[src/rtl/bcd_display_scan_pkg.sv]
// Shared definitions for the multiplexed 7-segment display blocks:
// segment bit order, slot count/encoding and the nibble-to-segment table.
package bcd_display_scan_pkg;

    // Number of multiplexed digit slots on the display.
    localparam int NUM_SLOTS = 3;

    // Segment vector layout: seg[6:0] = {g,f,e,d,c,b,a}.
    localparam int SEG_W = 7;
    typedef enum logic [2:0] {
        SEG_A = 3'd0,
        SEG_B = 3'd1,
        SEG_C = 3'd2,
        SEG_D = 3'd3,
        SEG_E = 3'd4,
        SEG_F = 3'd5,
        SEG_G = 3'd6
    } seg_bit_e;

    // Slot index encoding; 2'b11 is never entered.
    typedef enum logic [1:0] {
        SLOT0 = 2'd0,
        SLOT1 = 2'd1,
        SLOT2 = 2'd2
    } slot_e;

    // Active-high segment codes. Non-decimal nibbles show a dash (g only).
    localparam logic [SEG_W-1:0] SEG_DASH = 7'h40;
    localparam logic [15:0][SEG_W-1:0] SEG_TABLE = {
        SEG_DASH, SEG_DASH, SEG_DASH, SEG_DASH, SEG_DASH, SEG_DASH, // F..A
        7'h6F, 7'h7F, 7'h07, 7'h7D, 7'h6D,                          // 9..5
        7'h66, 7'h4F, 7'h5B, 7'h06, 7'h3F                           // 4..0
    };

    // One-hot anode pattern for a slot (active-high form).
    function automatic logic [NUM_SLOTS-1:0] slot_onehot(input slot_e s);
        return 3'b001 << s;
    endfunction

endpackage

[src/rtl/bcd_display_scan_bcd_to_seg.sv]
// Combinational nibble to active-high 7-segment decoder.
module bcd_to_seg
    import bcd_display_scan_pkg::*;
(
    input  logic [3:0]       nibble,
    output logic [SEG_W-1:0] seg
);

    // Straight table lookup; A..F fall on the dash entries.
    always_comb begin
        seg = SEG_TABLE[nibble];
    end

endmodule

[src/rtl/bcd_display_scan.sv]
// Three-digit multiplexed 7-segment driver with per-frame input snapshot,
// leading-cycle anti-ghost blanking and blanking of unentered digits.
module bcd_display_scan
    import bcd_display_scan_pkg::*;
#(
    parameter int REFRESH_DIV    = 50000,
    parameter bit SEG_ACTIVE_LOW = 1'b1,
    parameter bit AN_ACTIVE_LOW  = 1'b1
) (
    input  logic                 clk,
    input  logic                 rst,
    input  logic [11:0]          bcd,
    input  logic [1:0]           ndigits,
    output logic [SEG_W-1:0]     seg,
    output logic [NUM_SLOTS-1:0] an,
    output logic                 frame_tick
);

    localparam int                   CW       = (REFRESH_DIV > 1) ? $clog2(REFRESH_DIV) : 1;
    localparam logic [CW-1:0]        CNT_LAST = CW'(REFRESH_DIV - 1);
    localparam logic [SEG_W-1:0]     SEG_OFF  = SEG_ACTIVE_LOW ? {SEG_W{1'b1}} : {SEG_W{1'b0}};
    localparam logic [NUM_SLOTS-1:0] AN_OFF   = AN_ACTIVE_LOW ? {NUM_SLOTS{1'b1}} : {NUM_SLOTS{1'b0}};

    logic [CW-1:0]        cnt_q, cnt_d;
    slot_e                idx_q, idx_d;
    logic [11:0]          shadow_bcd_q, shadow_bcd_d;
    logic [1:0]           shadow_n_q, shadow_n_d;
    logic                 frame_tick_q, frame_tick_d;
    logic [NUM_SLOTS-1:0] an_q, an_d;
    logic [SEG_W-1:0]     seg_q, seg_d;

    logic                 tick;
    logic                 wrap;
    logic                 lit;
    logic [SEG_W-1:0]     sel_seg;
    logic [SEG_W-1:0]     digit_seg [NUM_SLOTS];

    // One decoder per digit, fed from the snapshot that will be live next cycle.
    generate
        for (genvar gi = 0; gi < NUM_SLOTS; gi++) begin : g_dec
            bcd_to_seg u_dec (
                .nibble (shadow_bcd_d[gi*4 +: 4]),
                .seg    (digit_seg[gi])
            );
        end
    endgenerate

    // Next-state: divider, slot sequence, snapshot, and outputs from the next cnt/idx.
    always_comb begin
        tick    = (cnt_q == CNT_LAST);
        cnt_d   = tick ? '0 : cnt_q + CW'(1);
        idx_d   = idx_q;
        if (tick) begin
            case (idx_q)
                SLOT0:   idx_d = SLOT1;
                SLOT1:   idx_d = SLOT2;
                default: idx_d = SLOT0;
            endcase
        end
        wrap         = tick && (idx_q == SLOT2);
        shadow_bcd_d = wrap ? bcd : shadow_bcd_q;
        shadow_n_d   = wrap ? ndigits : shadow_n_q;
        frame_tick_d = wrap;

        case (idx_d)
            SLOT0:   sel_seg = digit_seg[0];
            SLOT1:   sel_seg = digit_seg[1];
            default: sel_seg = digit_seg[2];
        endcase

        // Dark on the first cycle of a slot and for digits not yet entered.
        lit   = (cnt_d != '0) && (2'(idx_d) < shadow_n_d);
        an_d  = (lit ? slot_onehot(idx_d) : '0) ^ AN_OFF;
        seg_d = (lit ? sel_seg : '0) ^ SEG_OFF;
    end

    // State and output registers with synchronous reset to a dark display.
    always_ff @(posedge clk) begin
        if (rst) begin
            cnt_q        <= '0;
            idx_q        <= SLOT0;
            shadow_bcd_q <= '0;
            shadow_n_q   <= '0;
            frame_tick_q <= 1'b0;
            an_q         <= AN_OFF;
            seg_q        <= SEG_OFF;
        end else begin
            cnt_q        <= cnt_d;
            idx_q        <= idx_d;
            shadow_bcd_q <= shadow_bcd_d;
            shadow_n_q   <= shadow_n_d;
            frame_tick_q <= frame_tick_d;
            an_q         <= an_d;
            seg_q        <= seg_d;
        end
    end

    assign seg        = seg_q;
    assign an         = an_q;
    assign frame_tick = frame_tick_q;

endmodule

[config.mk]
export PLATFORM = sky130hd
export DESIGN_NAME = bcd_display_scan
export DESIGN_NICKNAME = d
export VERILOG_FILES = /design/src/rtl/bcd_display_scan_pkg.sv /design/src/rtl/bcd_display_scan_bcd_to_seg.sv /design/src/rtl/bcd_display_scan.sv
export SDC_FILE = /design/constraint.sdc
export NUM_CORES = 1
export LEC_CHECK = 0
export CAP_MARGIN = 20
export CORE_ASPECT_RATIO = 2
export CORE_MARGIN = 1
export CORE_UTILIZATION = 45
export CTS_BUF_LIST = sky130_fd_sc_hd__clkbuf_16
export DETAILED_ROUTE_END_ITERATION = 10
export GPL_TIMING_DRIVEN = 1
export PLACE_DENSITY = 0.69
export SLEW_MARGIN = 20
export SYNTH_ARGS = -nofsm -noshare
export SYNTH_HDL_FRONTEND = slang
export SYNTH_SLANG_ARGS = --single-unit
[constraint.sdc]
create_clock -name clk -period 3.7 [get_ports clk]
set_input_delay 0.74 -clock clk [delete_from_list [all_inputs] [get_ports clk]]
set_output_delay 0.74 -clock clk [all_outputs]
set_load 0.05 [all_outputs]
==> summary.md, run 1 <==
| Metric | Value |
|---|---|
| Peak Freq | 291.2 MHz |
| Global-route wire length before repair | 12.16 mm |
| Reg-to-Reg Start | cnt_q[4] |
| Clk sinks | 43 |
| Reg-to-Reg End | seg[5] |
| Detailed Route WL | 7.575 mm |
| Initial Util | 47.44% |
| DR vias | 2675 |
| Worst path top cell family by delay | simple AND/OR/NAND/NOR gates |
| CTS buffer count | 5 |
| Drt wl/cell | 17.49 microns |
| Nets@finish | 398 |
| Yosys Warn Count | 0 |
| Worst-path fanout max | 11 |
| Slew Limit Fails | 0 |
| Synth Register Bits | 43 |
| DR iter-0 viols | 114 |
| Post_cts resized | 0 |
| Sw frac | 20.82% |
| Tot GR Track Use | 24.96% |
| Cells after synthesis | 345 |
| Post-DP Area | 3075 sq um |
| Die Footprint | 6404 sq um |
| Row cnt | 39 |
| Largest net degree at the start of global routing | 23 |
| Pwr/cell area | 314.3 nW/um^2 |
| Root Driver | clkbuf_16 |
| CP bufs+invs | 1 |
| CP peak stage delay | 0.62 ns |
| Syn_nets | 372 |
| Status | completed |
| Fillers | 545 |
| Comb power frac | 4.8% |
| Peak supply drop | 0.3398 mV |
| Arrival time worst endpoint | 3.60 ns |
| Number of synthesized flops with an enable pin | 0 |
| Internal power | 0.8075 mW |
| Die Width | 57.09 microns |
| Area grow syn2layout | 18.78% |
| Worst setup margin | 0.2664 ns |
| Startpoint types | flip-flop |
| Max_cap viols | 0 |
| NetSw | 0.2123 mW |
| Post-DP HPWL | 5.784 mm |
| Asr flop ratio synth | 0% |
| Avg Cell Area, Syn | 7.917 sq um |
| Routed Antenna Nets | 0 |
| IO Port Bufs | 26 |
| GPL Wtd Cong | 0.8697 |
| Design area | 3244 sq um |
| Synthesized area | 2731 sq um |
| Sequential area share after synthesis | 31.52% |
| HP Class | reg2reg |
| # setup viols final | 0 |
| Number of global-route vias before repair | 2583 |
| Setup TNS | 0 ns |
| H-tree Lvls | 2 |
| Crit path cell chain | or4b_1, or4_4, a21boi_1, inv_1, ha_1, o211ai_2, o2111ai_2, a21oi_4, o2111ai_2, or4_1 |
| RSZ-0062 raised after global routing | no |
| CTS tree | done |
| Most common cell on crit path | o2111ai_2 |
| Ys flop type | dfxtp_1 |
| Required time worst endpoint | 3.87 ns |
| CTS Hold Bufs | 0 |
| Slowest cell on crit path | or4_4 |
| TritonRoute pass-1 iters | 4 |
| Ports | 27 |
| Pleak | 1.311 nW |
| Placed cells | 425 |
| Worst slack, placed | 0.2838 ns |
| Clk slew on worst S/H paths | 0.06 ns |
| End of the critical path | seg[5] |
| R2R Setup Slk | 0.27 ns |
| Period minus WS final | 3.434 ns |
| Core Box Area | 5758 sq um |
| Grt ovf | 0 |
| Final worst-path cycle share | 92.80% |
| Final Hold Vio Count | 0 |
| Residual DRC | 0 |
| Clock share of power | 49.1% |
| WP depth | 10 |
| Crit path from | cnt_q[4] |
| R2R depth | 10 |
| Initial antenna violation count | 0 |
| Post-synth cell types | 60 |
| Commonest non-fill, non-tap cell in the layout | nor2_1 |
| Die Ht | 112.2 microns |
| Tot Pwr | 1.020 mW |
| Post-CTS setup buffer count | 0 |
| Reg power frac | 46.1% |
| Post-route insts no fill | 433 |
| Clk_skew | 0.005887 ns |
| Worst Setup End Kind | flip-flop |
| Worst-Skew Late Latency | 0.29 ns |
| Ant diodes | 0 |
| Clock tree buffer depth | 2 |
| Crit path kind | reg2reg |
| Worst slew margin | 63.46% |
| Worst Tran Pin Value | 0.5449 ns |
| Layout cells sized above 1 | 9.409% |
| Most frequent cells in the layout | nor2_1 (44), dfxtp_1 (43), nand2_1 (33), clkdlybuf4s50_1 (26) |
| Via/cell ratio | 6.178 |
[worst min-delay path, cell delays in order (launching register included)]
cell	delay (ns)
dfxtp_1	0.32
nand2_1	0.06
a21oi_1	0.05
[metrics by stage]
step / hold slack, ns / utilization, %
after global routing: 0.5133 / 56.35
after CTS: 0.4664 / 56.35
after detailed placement: 0.4550 / 53.41
final: 0.4667 / 56.35
after global placement: 0.4415 / 53.41
after floorplan: 0.4319 / -
[sequential cells by signal (all words and copies together), names as in the netlist]
register,flops
shadow_bcd_q,12
cnt_q,16
an,3
idx_q,2
shadow_n_q,2
seg,7
frame_tick,1
[logic make-up (layout without fill, tap and decap cells)]
kind of cell / count (synthesis) / in the layout / share of synthesized area (%)
AND/OR/NAND/NOR: 146 / 146 / 26.48
multiplexers: 15 / 15 / 5.635
buffers and inverters: 40 / 67 / 6.688
adder cells (fa/ha/maj): 12 / 12 / 5.405
AO/OA/AOI/OAI: 73 / 73 / 19.15
flip-flops: 43 / 43 / 31.52
XOR/XNOR: 16 / 16 / 5.131
[synth_stat cells, types with 3 or more instances]
master     number  area (sq um)
nor2_1         44         165.2
dfxtp_1        43         860.8
nand2_1        33         123.9
inv_1          17         63.81
o21ai_0        17         85.08
nand3_1        16         80.08
a21oi_1        15         75.07
clkbuf_1       13         48.80
mux2i_1        12         120.1
ha_1           11         137.6
nor3_1         10         50.05
nand4_1         9         56.30
xnor2_1         8         70.07
xor2_1          8         70.07
nor3b_1         6         45.04
a211oi_1        5         37.54
buf_2           5         25.02
nor4_1          5         31.28
a31oi_1         4         25.02
a311o_1         3         30.03
buf_6           3         33.78
mux2_2          3         33.78
nand3b_1        3         22.52
nor2b_1         3         18.77
o2111ai_1       3         26.28
o211ai_1        3         22.52
or4_1           3         22.52
[layer usage]
layer,global-route usage (%),vias up,part of all wire [%]
li1,-,1288,-
met1,22.03,1265,33
met2,47.45,88,56
met3,4.147,34,3.4
met4,19.19,0,6.7
met5,0,-,0
[power by group through the flow]
stage	registers, mW	logic [mW]	clock network [mW]
2_1_floorplan	0.478	0.0221	0
3_3_place_gp	0.480	0.0493	0
3_5_place_dp	0.480	0.0488	0
4_1_cts	0.469	0.0491	0.515
5_1_grt	0.470	0.0530	0.529
6_report	0.470	0.0490	0.501
[worst min path at each step]
stage / from / to / slack, ns / cells past startpoint
after floorplan: shadow_n_q[0] / shadow_n_q[0] / 0.43 / 2
after CTS: shadow_n_q[0] / shadow_n_q[0] / 0.47 / 2
after global placement: shadow_n_q[0] / shadow_n_q[0] / 0.44 / 2
after global routing: shadow_n_q[0] / shadow_n_q[0] / 0.51 / 2
after detailed placement: shadow_n_q[0] / shadow_n_q[0] / 0.46 / 2
final: shadow_n_q[0] / shadow_n_q[0] / 0.47 / 2
[final cells by class]
class                      count  area [sq um]  area share, %
timing repair buffer          42         380.4          11.72
multi-input combinational    262          1694          52.22
clock buffer                   5         125.1          3.857
tap                           61         76.32          2.352
inverter                      17         63.81          1.967
clock inverter                 3         43.79          1.350
sequential                    43         860.8          26.53
Note: power is estimated with default switching activity, not from simulation.
==> run 2, diff against run 1 <==
--- a/config.mk
+++ b/config.mk
@@ -15,3 +15,4 @@
 export PLACE_DENSITY = 0.69
-export SLEW_MARGIN = 20
+export REMOVE_ABC_BUFFERS = 1
+export SLEW_MARGIN = 0
 export SYNTH_ARGS = -nofsm -noshare
--- a/constraint.sdc
+++ b/constraint.sdc
@@ -3,2 +3,2 @@
 set_output_delay 0.74 -clock clk [all_outputs]
-set_load 0.05 [all_outputs]
+set_load 0.02 [all_outputs]
==> run 2 against run 1 <==
Compared with the run above:
- the flow now finishes with violations (DRC)
- combinational power grew 1%
- flip-flop and latch count is the same
- register-to-register slack better by 0.05 ns
- count of clock-buffer cells in the layout stayed put
- wire length fell by 0.11%
- sequential power about the same
- maximum frequency grew 1.4%
- first-iteration DRC count is 11% lower
- critical path depth is the same
- cell count down 0.46%
- utilization shrank 0.76 points
- largest cell class unchanged
==> summary.md, run 2 (synthesized netlist as in run 1, its figures left out) <==
| Metric | Value |
|---|---|
| Status | finished with violations |
| Failing checks | DRC |
| Nets@finish | 396 |
| Fin util | 55.58% |
| Clk_skew | 0.002749 ns |
| Grt ovf | 0 |
| Crit path kind | reg2reg |
| Post-route insts no fill | 431 |
| # setup viols final | 0 |
| Initial antenna violation count | 0 |
| Commonest non-fill, non-tap cell in the layout | nor2_1 |
| Final worst-path cycle share | 91.49% |
| Peak supply drop | 0.2082 mV |
| Largest register FFs | 16 |
| Top reg by flops | cnt_q |
| Largest net degree at the start of global routing | 23 |
| Most frequent cells in the layout | nor2_1 (44), dfxtp_1 (43), nand2_1 (33), clkdlybuf4s50_1 (26) |
| Number of global-route vias before repair | 2574 |
| R2R Setup Slk | 0.31 ns |
| Via/cell ratio | 6.155 |
| Ant diodes | 0 |
| Routed Antenna Nets | 0 |
| Initial Util | 47.44% |
| Reg-to-Reg Start | cnt_q[10] |
| R2R depth | 10 |
| CTS buffer count | 5 |
| Crit path from | cnt_q[10] |
| Tot Pwr | 0.9498 mW |
| Area grow syn2layout | 17.18% |
| Die Width | 57.09 microns |
| Required time worst endpoint | 3.87 ns |
| Ports | 27 |
| End of the worst hold path | shadow_n_q[0] |
| Clk slew on worst S/H paths | 0.06 ns |
| Global-route wire length before repair | 12.05 mm |
| CTS tree | done |
| Worst setup margin | 0.3148 ns |
| Worst Setup End Kind | flip-flop |
| H-tree Lvls | 2 |
| DR iter-0 viols | 102 |
| Clock tree buffer depth | 2 |
| Tot GR Track Use | 24.42% |
| Worst slack, placed | 0.3206 ns |
| Residual DRC | 2 |
| Row cnt | 39 |
| Worst-Skew Late Latency | 0.29 ns |
| Clk sinks | 43 |
| Worst Tran Pin Value | 0.6248 ns |
| Slew Limit Fails | 0 |
| Max_cap viols | 0 |
| IO Port Bufs | 26 |
| Placed cells | 423 |
| Root Driver | clkbuf_16 |
| Post-DP HPWL | 5.691 mm |
| Layout cells sized above 1 | 8.378% |
| Hold path start | shadow_n_q[0] |
| GPL Wtd Cong | 0.8872 |
| Core Box Area | 5758 sq um |
| Reg-to-Reg End | seg[5] |
| Startpoint types | flip-flop |
| Post-CTS setup buffer count | 0 |
| Hold Path Cell Cnt | 2 |
| DR vias | 2653 |
| Die Ht | 112.2 microns |
| Worst-path fanout max | 11 |
| Arrival time worst endpoint | 3.55 ns |
| CTS Hold Bufs | 0 |
| TritonRoute pass-1 iters | 7 |
| Period minus WS final | 3.385 ns |
| RSZ-0062 raised after global routing | no |
| Die Footprint | 6404 sq um |
| Pleak | 1.285 nW |
| Worst slew margin | 58.10% |
| HP Class | reg2reg |
| Detailed Route WL | 7.567 mm |
| Drt wl/cell | 17.56 microns |
| Pwr/cell area | 296.8 nW/um^2 |
| Peak Freq | 295.4 MHz |
| Final Hold Vio Count | 0 |
| Post_cts resized | 0 |
==> run 2: cell count changes in the layout (fill, tap and decap cells not counted) <==
| cell | previous run | this run |
|---|---|---|
| buf_4 | 16 | 14 |
| bufinv_16 | 1 | 0 |
| clkinv_1 | 0 | 2 |
| clkinv_2 | 1 | 0 |
| clkinv_4 | 1 | 0 |
| clkinvlp_4 | 0 | 1 |
==> run 2: power by group <==
part / switching, mW / internal [mW] / total (mW)
registers: 0.00439 / 0.466 / 0.470
clock network: 0.185 / 0.245 / 0.430
logic: 0.0259 / 0.0237 / 0.0496
total: 0.215 / 0.735 / 0.950
==> run 2: final cells by class <==
class                      count  area (sq um)
clock buffer                   5         125.1
clock inverter                 3         15.01
fill                         561          2557
inverter                      17         63.81
multi-input combinational    262          1694
sequential                    43         860.8
tap                           61         76.32
timing repair buffer          40         365.4
==> run 2: worst max path at each step <==
stage          slack (ns)  endpoint
2_1_floorplan       -0.85    seg[5]
3_3_place_gp         0.37    seg[5]
3_5_place_dp         0.32    seg[5]
4_1_cts              0.32    seg[5]
5_1_grt              0.14    seg[5]
6_report             0.31    seg[5]
==> run 2: worst max-delay path: stages (launching register included) <==
cell and delay, ns:
dfxtp_1 0.38, or4_1 0.57, or4_4 0.65, a21boi_1 0.21, inv_1 0.08, ha_1 0.32, o211ai_2 0.09, o2111ai_2 0.16
a21oi_4 0.15, o2111ai_2 0.13, or4_1 0.53
==> run 2: per-layer routing <==
| layer | up-vias | global-route usage [%] | routed length [microns] |
|---|---|---|---|
| met5 | - | 0 | 0 |
| met4 | 0 | 18.54 | 518 |
| met3 | 38 | 4.263 | 274 |
| met2 | 85 | 45.10 | 4131 |
| met1 | 1249 | 22.73 | 2642 |
| li1 | 1281 | - | - |
==> run 2: through the flow <==
step | setup TNS (ns) | hold slack, ns | area (sq um)
2_1_floorplan | -4.463 | 0.4258 | 2613
3_3_place_gp | 0 | 0.4401 | 3060
3_5_place_dp | 0 | 0.4530 | 3060
4_1_cts | 0 | 0.4632 | 3201
5_1_grt | 0 | 0.4850 | 3201
6_report | 0 | 0.4616 | 3201
